### src/rtl/bidir_shift_reg_ctl_if.sv
// ---------------------------------------------------------------------------
// bidir_shift_reg_ctl_if
//   Bundles the control, data and status signals of bidir_shift_reg_ctl.
//   Parameters:
//     N  - register width in bits
//     K  - lane width (bits moved per shift)
//     CW - lane counter width, derived from N/K
//   Signals:
//     en    - operation enable (0 = hold everything)
//     mode  - operation select
//     sin   - serial lane in (K bits)
//     pin   - parallel load data (N bits)
//     q     - register contents (N bits)
//     sout  - registered lane shifted/rotated out by the last operation
//     done  - one-cycle pulse after a full word of lanes has been shifted
//     cnt   - lanes shifted in the current word
//   Modports:
//     master - drives en/mode/sin/pin, observes q/sout/done/cnt
//     slave  - the shift register itself
// ---------------------------------------------------------------------------
interface bidir_shift_reg_ctl_if #(
  parameter int N  = 8,
  parameter int K  = 1,
  parameter int CW = ((N / K) > 2) ? $clog2(N / K) : 1
);
  logic          en;
  logic [2:0]    mode;
  logic [K-1:0]  sin;
  logic [N-1:0]  pin;
  logic [N-1:0]  q;
  logic [K-1:0]  sout;
  logic          done;
  logic [CW-1:0] cnt;

  modport master (
    output en, mode, sin, pin,
    input  q, sout, done, cnt
  );

  modport slave (
    input  en, mode, sin, pin,
    output q, sout, done, cnt
  );
endinterface

### src/rtl/bidir_shift_reg_ctl.sv
// ---------------------------------------------------------------------------
// bidir_shift_reg_ctl
//   Universal shift register moving K-bit lanes left or right, with parallel
//   load and optional rotation. The lane leaving the register is captured in
//   sout. A lane counter pulses done one cycle after every N/K-th shift step,
//   so serializer/deserializer datapaths can frame words without external
//   counting.
//
//   Ports:
//     clk   - rising-edge clock
//     reset - synchronous, active-low reset
//     bus   - bidir_shift_reg_ctl_if.slave (en, mode, sin, pin, q, sout,
//             done, cnt)
//
//   Modes: 0 HOLD, 1 SHL, 2 SHR, 3 ROL, 4 ROR, 5 LOAD, 6-7 reserved (HOLD).
//   Priority: reset > en > mode.
//
//   Build option:
//     BSR_ROTATE_EN - when defined, ROL/ROR are implemented; otherwise codes
//                     3 and 4 behave as HOLD and no rotate logic is built.
// ---------------------------------------------------------------------------
module bidir_shift_reg_ctl #(
  parameter int N = 8,
  parameter int K = 1
) (
  input logic                clk,
  input logic                reset,
  bidir_shift_reg_ctl_if.slave bus
);

  localparam int LANES = N / K;
  localparam int CW    = (LANES > 2) ? $clog2(LANES) : 1;
  localparam logic [CW-1:0] LAST_LANE = CW'(LANES - 1);

  typedef enum logic [2:0] {
    M_HOLD = 3'd0,
    M_SHL  = 3'd1,
    M_SHR  = 3'd2,
    M_ROL  = 3'd3,
    M_ROR  = 3'd4,
    M_LOAD = 3'd5
  } mode_e;

  logic [N-1:0]  q_r,    q_nxt;
  logic [K-1:0]  sout_r, sout_nxt;
  logic [CW-1:0] cnt_r,  cnt_nxt;
  logic          done_r, done_nxt;
  logic          step;

  // Next-state decode. LOAD clears the lane counter; every shift or rotate
  // is one lane step and advances it.
  // NOTE: every signal gets its hold/default value before the case so no
  // path leaves it unassigned; otherwise synthesis infers a latch.
  always_comb begin
    q_nxt    = q_r;
    sout_nxt = sout_r;
    cnt_nxt  = cnt_r;
    done_nxt = 1'b0;
    step     = 1'b0;

    if (bus.en) begin
      case (mode_e'(bus.mode))
        M_SHL: begin
          q_nxt    = {q_r[N-K-1:0], bus.sin};
          sout_nxt = q_r[N-1:N-K];
          step     = 1'b1;
        end
        M_SHR: begin
          q_nxt    = {bus.sin, q_r[N-1:K]};
          sout_nxt = q_r[K-1:0];
          step     = 1'b1;
        end
`ifdef BSR_ROTATE_EN
        M_ROL: begin
          q_nxt    = {q_r[N-K-1:0], q_r[N-1:N-K]};
          sout_nxt = q_r[N-1:N-K];
          step     = 1'b1;
        end
        M_ROR: begin
          q_nxt    = {q_r[K-1:0], q_r[N-1:K]};
          sout_nxt = q_r[K-1:0];
          step     = 1'b1;
        end
`endif
        M_LOAD: begin
          q_nxt   = bus.pin;
          cnt_nxt = '0;
        end
        default: ;  // HOLD, reserved codes, and rotates when not built
      endcase
    end

    // Wrap after the last lane of the word and flag it for one cycle.
    if (step) begin
      if (cnt_r == LAST_LANE) begin
        cnt_nxt  = '0;
        done_nxt = 1'b1;
      end else begin
        cnt_nxt  = cnt_r + 1'b1;
      end
    end
  end

  // NOTE: state registers use non-blocking assignments so every flop samples
  // the pre-edge values, independent of statement order.
  always_ff @(posedge clk) begin
    if (!reset) begin
      q_r    <= '0;
      sout_r <= '0;
      cnt_r  <= '0;
      done_r <= 1'b0;
    end else begin
      q_r    <= q_nxt;
      sout_r <= sout_nxt;
      cnt_r  <= cnt_nxt;
      done_r <= done_nxt;
    end
  end

  assign bus.q    = q_r;
  assign bus.sout = sout_r;
  assign bus.cnt  = cnt_r;
  assign bus.done = done_r;

endmodule

### src/flat_wrapper.sv
// flat-port wrapper written by rule: the top's interface ports become plain ports
module bidir_shift_reg_ctl_flat 
#(
  parameter int N = 8,
  parameter int K = 1
)
  (clk, reset, bus_en, bus_mode, bus_sin, bus_pin, bus_q, bus_sout, bus_done, bus_cnt);
  bidir_shift_reg_ctl_if #(.N(N), .K(K)) bus_i ();
  input logic clk;
  input logic reset;
  input wire logic [$bits(bus_i.en)-1:0] bus_en;
  input wire logic [$bits(bus_i.mode)-1:0] bus_mode;
  input wire logic [$bits(bus_i.sin)-1:0] bus_sin;
  input wire logic [$bits(bus_i.pin)-1:0] bus_pin;
  output wire logic [$bits(bus_i.q)-1:0] bus_q;
  output wire logic [$bits(bus_i.sout)-1:0] bus_sout;
  output wire logic [$bits(bus_i.done)-1:0] bus_done;
  output wire logic [$bits(bus_i.cnt)-1:0] bus_cnt;
  assign bus_i.en = bus_en;
  assign bus_i.mode = bus_mode;
  assign bus_i.sin = bus_sin;
  assign bus_i.pin = bus_pin;
  assign bus_q = bus_i.q;
  assign bus_sout = bus_i.sout;
  assign bus_done = bus_i.done;
  assign bus_cnt = bus_i.cnt;
  bidir_shift_reg_ctl #(.N(N), .K(K)) u_core (.clk(clk), .reset(reset), .bus(bus_i));
endmodule
### config.mk
export PLATFORM = sky130hd
export DESIGN_NAME = bidir_shift_reg_ctl_flat
export DESIGN_NICKNAME = d
export VERILOG_FILES = /design/src/rtl/bidir_shift_reg_ctl_if.sv /design/src/rtl/bidir_shift_reg_ctl.sv /design/src/flat_wrapper.sv
export SDC_FILE = /design/constraint.sdc
export NUM_CORES = 1
export LEC_CHECK = 0
export ABC_AREA = 1
export BUFFER_PORTS_ARGS = -buffer_cell sky130_fd_sc_hd__buf_4
export CAP_MARGIN = 20
export CORE_MARGIN = 5
export CORE_UTILIZATION = 44
export DETAILED_ROUTE_END_ITERATION = 8
export GPL_ROUTABILITY_DRIVEN = 0
export PLACE_DENSITY = 0.82
export SKIP_CTS_REPAIR_TIMING = 1
export SKIP_LAST_GASP = 1
export SYNTH_ARGS = -nofsm -noshare
export SYNTH_HDL_FRONTEND = slang
export SYNTH_SLANG_ARGS = --single-unit
### constraint.sdc
create_clock -name clk -period 1.3 [get_ports clk]
set_input_delay 0.065 -clock clk [delete_from_list [all_inputs] [get_ports clk]]
set_output_delay 0.065 -clock clk [all_outputs]
set_load 0.1 [all_outputs]
==> results of run 1 <==
[state kept, by name, indices dropped and copies added, names as in the netlist]
signal and count:
u_core.bus.q 8, u_core.bus.sout 1, u_core.bus.done 1, u_core.bus.cnt 3
[cells by family after synthesis]
group	after synthesis
AOI/OAI and AO/OA	4
adders and majority gates	2
buffers and inverters	18
DFF	13
and+or+nand+nor	89
[power groups by stage]
stage / Combinational, mW / Sequential (mW) / Clock [mW]
2_1_floorplan: 0.108 / 0.589 / 0
3_3_place_gp: 0.332 / 0.447 / 0
3_5_place_dp: 0.336 / 0.448 / 0
4_1_cts: 0.337 / 0.439 / 0.259
5_1_grt: 0.360 / 0.443 / 0.286
6_report: 0.335 / 0.438 / 0.252
[layer usage]
layer	global-route usage	wire, microns
met1	0.1821	818
met2	0.2636	883
met3	0.02865	87
met4	0.06550	31
met5	0	0
[how the worst max path moves through the flow]
stage | depth (start not counted) | startpoint | end
floorplan | 4 | u_core.bus.sout | u_core.bus.sout
global placement | 5 | u_core.bus.cnt[0] | u_core.bus.cnt[0]
detailed placement | 5 | u_core.bus.cnt[0] | u_core.bus.cnt[0]
CTS | 5 | u_core.bus.cnt[0] | u_core.bus.cnt[0]
global route | 5 | u_core.bus.cnt[0] | u_core.bus.cnt[0]
finish | 5 | u_core.bus.cnt[0] | u_core.bus.cnt[0]
[stage by stage]
step	util	setup slack [ns]	cells
6_report	0.6037	0.1557	171
4_1_cts	0.6037	0.1425	171
5_1_grt	0.6037	0.04776	171
3_3_place_gp	0.5881	0.2171	167
3_5_place_dp	0.5881	0.1657	167
2_1_floorplan	-	0.007017	126
[Yosys cell counts, drive strengths merged]
master / instances
a21oi: 3
nor3: 1
ha: 2
nand3: 20
dfxtp: 13
buf: 2
o21ai: 1
clkbuf: 1
nand2: 45
nor2: 22
inv: 15
nand4: 1
[layout make-up]
type                    count  area share
flip-flops and latches     13      0.2736
inverters                  15     0.05521
well taps                  17     0.02086
multi-input cells          95      0.4258
clock buffers               4     0.02577
repair buffers             27      0.1988
[tightest hold or removal path: stages]
cell	delay (ns)
buf_4	0.15
nand2_1	0.07
nor2_1	0.03
==> flow_summary.toml, run 1 <==
[critical_path]
worstSetupPathType = "reg2reg"
crit_path_cell_trace = "ha_1, ha_1, nor2_1, nand3_1, a21oi_2"
start_kind = "register"
worst-path-buf-inv = 0
r2r_slack_ns = 0.16
r2r_end = "u_core.bus.cnt[0]"
cp.arrival_ns = 1.35
cp_data_required_time_ns = 1.51
path_common_cell = "ha_1"
reg2reg_depth = 5
critical_path.max_stage_delay_ns = 0.35
cpMaxStageDelayCell = "dfxtp_4"
r2r_start = "u_core.bus.cnt[0]"
critPathMaxFanout = 4
critPathCaptureType = "register"
cp_top_family = "adder cells"

[synth]
synth_warnings = 0
syn_area_sq_um = 770.7
synth_top_cell_by_area = "dfxtp_1"
synthXorXnorAreaFrac = 0
synth_top_area_share = 0.3377
synthDistinctLibCells = 19
synth_seq_cells = 13
muxShareOfSynthArea = 0
ys_seq_area_frac = 0.3377
synth_top_family_by_area = "simple AND/OR/NAND/NOR gates"
syn_nets = 143
syn_inst = 126
yosys.area_share.simple = 0.5000
synth.avg_cell_area_sq_um = 6.117
synth_area_leaders = "dfxtp_1 34%, nand2_1 20%, nand3_1 12%"
synth_compound_area_frac = 0.03084
synthAdderAreaFrac = 0.03247

[grt]
grt_pass1_vias = 775
overflow = 0
grt_max_degree = 19
grt_pass1_wl_mm = 3.111
grt.total_usage = 0.1528
antenna_found_initial = 0

[final_layout]
register_area_sq_um = 279.0
final_nets = 172
antennaDiodeCount = 0
final_cell_mix = "42 x nand2_1, 27 x buf_4, 20 x nor2_1, 19 x nand3_1, 14 x inv_1"
layout.cells.most_common = "nand2_1"
multi_input_area_sq_um = 434.2
post-route-cell-area_sq_um = 1020
fillers = 170
drive_above_1_share = 0.3182
syn2layout_area_growth_pct = 32.31

[pwr]
swShare = 0.3832
powerDensity_nw_per_um2 = 1005
comb_power_share = 0.326
p_seq_frac = 0.428
pwr-share-clk = 0.246
power.internal_mw = 0.6323
power_mw = 1.025
p_leak_nw = 0.5359
power.switching_mw = 0.3928
ir_drop_uv = 520.4

[routing]
drt_first_iter_violations = 15
via_per_inst = 4.912
wirelength_mm = 1.821
drtAntennaViolNets = 0
routedWlPerCell_microns = 10.65
vias = 840
drc = 0
drtPass1Iterations = 4

[sta]
finalCritPeriodShare = 0.8802
fmax_ghz = 0.8739
finalMaxSlewViolations = 0
max_slew_margin = 0.7792
fin_crit_ns = 1.144
worstMarginPinSlew_ns = 0.3308
timing.hold.ws_ns = 0.07455
finalHoldViolCount = 0
setup_violations = 0
rsz0062_at_grt = "no"
fin_skew_ns = 0.006086
fin_tns_setup_ns = 0

[cts]
htree_levels = 1
clockBufferDepth = 2
clkSlewWorstSetupHoldPaths_ns = 0.08
cts_made_buffers = 3
cts_tree = "yes"
clk_latency_ns = 0.28
cts.sinks = 13
clockRootBuffer = "clkbuf_4"

[floorplan]
initial_core_util = 0.4563
rows = 15
ios = 28
die_x_microns = 51.86
die_h_microns = 51.86
dieArea_sq_um = 2689
coreArea_sq_um = 1689

[min_path]
hold_path_end = "u_core.bus.q[2]"
min_from = "reset"
worstHoldPathCells = 3
hold_path_class = "in2reg"

[placed_design]
placed_area_sq_um = 993.5
numPortBuffers = 27
dp_hpwl_mm = 1.418

[outcome]
status = "finished clean"

[flow_run]
drv_cap = 0
No activity file was read; power rests on OpenSTA's default activity.
==> run 2: changes to the inputs <==
==> constraint.sdc (replaced) <==
create_clock -name clk -period 1.3 [get_ports clk]
set_input_delay 0.065 -clock clk [delete_from_list [all_inputs] [get_ports clk]]
set_output_delay 0.065 -clock clk [all_outputs]
set_load 0.005 [all_outputs]
==> run 2 against run 1 <==
Compared with the run above:
- sequential share of layout area fell by 1.4 points
- clock-buffer cell count stayed put
- clock power up 5%
- sequential power hardly changed
- critical path type unchanged
- critical endpoint unchanged
- highest routed layer unchanged
==> flow_summary.toml, run 2 (synthesis gave the netlist of run 1 again) <==
[routing]
drc = 0
routedWlPerCell_microns = 10.99
drtAntennaViolNets = 0
drt_first_iter_violations = 20
wirelength_mm = 1.879
drtPass1Iterations = 4
vias = 844
via_per_inst = 4.936

[critical_path]
path_common_cell = "ha_1"
cpMaxStageDelayCell = "dfxtp_1"
critPathMaxFanout = 4
cp_data_required_time_ns = 1.52
crit_path_cell_trace = "ha_1, ha_1, nor2_1, nand3_1, a21oi_2"
start_kind = "register"
critical_path.max_stage_delay_ns = 0.34
critPathCaptureType = "register"
cp.arrival_ns = 1.36
worstSetupPathType = "reg2reg"

[final_layout]
drive_above_1_share = 0.2468
final_cell_mix = "42 x nand2_1, 27 x buf_4, 20 x nor2_1, 19 x nand3_1, 14 x inv_1"
layout.cells.most_common = "nand2_1"
largest_reg_flops = 8
final_nets = 172
syn2layout_area_growth_pct = 29.87
post-route-cell-area_sq_um = 1001
antennaDiodeCount = 0

[min_path]
hold_path_class = "in2reg"

[placed_design]
numPortBuffers = 27
placed_area_sq_um = 974.7
dp_hpwl_mm = 1.439
place_ws_ns = 0.1706

[sta]
finalWorstSetupSlack_ns = 0.1689
setup_violations = 0
max_slew_margin = 0.7807
fin_skew_ns = 0.002467
timing.hold.ws_ns = 0.07069
finalCritPeriodShare = 0.8701
worstMarginPinSlew_ns = 0.3287
rsz0062_at_grt = "no"
finalMaxSlewViolations = 0
fmax_ghz = 0.8841
finalHoldViolCount = 0
fin_tns_setup_ns = 0
fin_crit_ns = 1.131

[cts]
clockBufferDepth = 2
cts_made_buffers = 3
clk_latency_ns = 0.28
clkSlewWorstSetupHoldPaths_ns = 0.08
clockRootBuffer = "clkbuf_4"
htree_levels = 1
cts.sinks = 13
cts_tree = "yes"

[grt]
grt_pass1_vias = 815
overflow = 0
grt_max_degree = 19
grt.total_usage = 0.1573
antenna_found_initial = 0
grt_pass1_wl_mm = 3.194

[outcome]
status = "finished clean"

[pwr]
power_mw = 0.8925
ir_drop_uv = 516.9
p_leak_nw = 0.5306
powerDensity_nw_per_um2 = 891.6

[flow_run]
drv_cap = 0

[floorplan]
rows = 15
coreArea_sq_um = 1689
initial_core_util = 0.4563
die_x_microns = 51.86
die_h_microns = 51.86
ios = 28
dieArea_sq_um = 2689
==> run 2: area by class of cell <==
class,instances,area (sq um)
clock buffers,4,26.28
fillers,156,688.2
inverters,15,56.30
multi-input cells,95,434.2
flip-flops and latches,13,260.3
well taps,17,21.27
repair buffers,27,202.7
==> run 2: report_power, final <==
group          total (mW)  switching, mW  internal, mW
logic               0.191         0.0989        0.0921
clock network       0.264          0.145         0.119
registers           0.438         0.0193         0.418
==> run 2: path summary, 6_finish.rpt <==
kind | startpoint | slack, ns | to | cells after the start
min reg2reg | u_core.bus.cnt[2] | 0.48 | u_core.bus.cnt[2] | 2
max reg2reg | u_core.bus.cnt[0] | 0.17 | u_core.bus.cnt[0] | 5
max | u_core.bus.cnt[0] | 0.17 | u_core.bus.cnt[0] | 5
min | reset | 0.07 | u_core.bus.q[7] | 3
==> run 2: routing by layer <==
layer / GRT usage / vias to the layer above / share of wire
met5: 0 / - / 0
met4: 0.04803 / 0 / 0.011
met3: 0.05444 / 5 / 0.059
met2: 0.2866 / 21 / 0.49
met1: 0.1673 / 373 / 0.44
li1: - / 445 / -
==> run 2: metrics by stage <==
step / util / instances
2_1_floorplan: - / 126
6_report: 0.5926 / 171
3_3_place_gp: 0.5770 / 167
4_1_cts: 0.5926 / 171
3_5_place_dp: 0.5770 / 167
5_1_grt: 0.5926 / 171
==> run 2: worst max-delay path, delay by kind of cell, from the launching register on <==
family                   cells  cell delay [ns]
AO/OA/AOI/OAI                1             0.14
adder cells (fa/ha/maj)      2             0.41
flip-flops                   1             0.34
AND/OR/NAND/NOR              2             0.19
==> run 3: changes to the inputs <==
CORE_MARGIN = 2   (was 5)
clock period = 1.34 ns   (was 1.3 ns; I/O delays follow)
==> run 3 against run 2 <==
Compared with the run above:
- non-clock buffer count is the same
- sequential power fell by 3%
- final area unchanged
- core utilization is the same
- wire length decreased by 1.6%
- hold slack gained 0.0075 ns
- power down 3.5%
- setup slack improved by 0.047 ns
- sequential share of layout area did not move
- fmax up 0.59%
- clock skew increased by 0.013 ns
- critical path type unchanged
- critical endpoint is now u_core.bus.cnt[1]
- highest routed layer unchanged
==> flow_summary.toml, run 3 (synthesis gave the netlist of run 1 again) <==
[outcome]
status = "finished clean"

[final_layout]
final_cell_mix = "42 x nand2_1, 27 x buf_4, 20 x nor2_1, 19 x nand3_1, 14 x inv_1"
antennaDiodeCount = 0
fillers = 163
post-route-cell-area_sq_um = 1001
final_nets = 172
fin_cells = 171
final_util = 0.5926
layout.cells.most_common = "nand2_1"
largest_reg_flops = 8
multi_input_area_sq_um = 434.2
syn2layout_area_growth_pct = 29.87
register_area_sq_um = 260.3
drive_above_1_share = 0.2468

[sta]
max_slew_margin = 0.7675
fin_tns_setup_ns = 0
fin_skew_ns = 0.01582
fin_crit_ns = 1.124
rsz0062_at_grt = "no"
worstMarginPinSlew_ns = 0.3484
setup_violations = 0
finalHoldViolCount = 0
finalMaxSlewViolations = 0
fmax_ghz = 0.8893
finalCritPeriodShare = 0.8391

[routing]
wirelength_mm = 1.849
vias = 877
drtAntennaViolNets = 0
drt_first_iter_violations = 21
drtPass1Iterations = 5
drc = 0
routedWlPerCell_microns = 10.81
via_per_inst = 5.129

[critical_path]
worstSetupPathType = "reg2reg"
r2r_end = "u_core.bus.cnt[1]"
cp.arrival_ns = 1.33
critPathMaxFanout = 4
cp-endpoint = "u_core.bus.cnt[1]"
startpoint = "u_core.bus.cnt[0]"
cp_data_required_time_ns = 1.54
reg2reg_depth = 5
critPathCaptureType = "register"
r2r_slack_ns = 0.22
start_kind = "register"
r2r_start = "u_core.bus.cnt[0]"

[grt]
grt_pass1_vias = 763
overflow = 0
grt_max_degree = 19
antenna_found_initial = 0
grt.total_usage = 0.2000
grt_pass1_wl_mm = 3.056

[placed_design]
placed_area_sq_um = 974.7
dp_cells = 167
dp_hpwl_mm = 1.399
numPortBuffers = 27

[floorplan]
ios = 28
die_x_microns = 45.86
dieArea_sq_um = 2103
die_h_microns = 45.86
initial_core_util = 0.4563
rows = 15
coreArea_sq_um = 1689

[cts]
clkSlewWorstSetupHoldPaths_ns = 0.09
clockBufferDepth = 2
cts_tree = "yes"
htree_levels = 1
clk_latency_ns = 0.28
cts.sinks = 13
clockRootBuffer = "clkbuf_4"
cts_made_buffers = 3

[min_path]
hold_path_class = "in2reg"
min_from = "reset"
worstHoldPathCells = 3

[pwr]
ir_drop_uv = 470.8
p_leak_nw = 0.5306
powerDensity_nw_per_um2 = 860.7

[flow_run]
drv_cap = 0
run 3: cell counts in the layout (fill, tap and decap cells not counted):
Identical to the previous run, type by type.
run 3: how the worst min path moves through the flow:
stage	endpoint	slack, ns
CTS	u_core.bus.q[2]	0.08
finish	u_core.bus.q[2]	0.08
detailed placement	u_core.bus.q[7]	0.38
global route	u_core.bus.q[6]	0.08
global placement	u_core.bus.q[6]	0.37
floorplan	u_core.bus.q[5]	0.25
run 3: routing by layer:
metal / track usage / wire (microns) / up-vias
met5: 0 / 0 / -
met4: 0.08000 / 27 / 0
met3: 0.03571 / 143 / 6
met2: 0.3583 / 947 / 40
met1: 0.2297 / 731 / 385
li1: - / - / 446
run 3: stage by stage:
stage / setup WS [ns] / hold WS (ns) / power (mW)
final: 0.2155 / 0.07822 / 0.8615
after global routing: 0.09759 / 0.07859 / 0.9046
after CTS: 0.1937 / 0.07668 / 0.8671
after detailed placement: 0.2178 / 0.3805 / 0.6191
after global placement: 0.2742 / 0.3745 / 0.6133
after floorplan: 0.2840 / 0.2540 / 0.5365
run 3: critical path, stage by stage (launching register included):
cell and delay (ns):
dfxtp_1 0.34, ha_1 0.20, ha_1 0.19, inv_1 0.07, nand4_1 0.09, a21oi_1 0.16
run 3: layout make-up:
class,count,area share
Multi-Input combinational cell,95,0.4337
Sequential cell,13,0.2600
Timing Repair Buffer,27,0.2025
Inverter,15,0.05625
Clock buffer,4,0.02625
Tap cell,17,0.02125
run 3: power by group:
part / internal [mW] / switching [mW] / total (mW)
clock network: 0.115 / 0.136 / 0.252
registers: 0.406 / 0.0186 / 0.424
logic: 0.0892 / 0.0961 / 0.185
total: 0.610 / 0.251 / 0.861
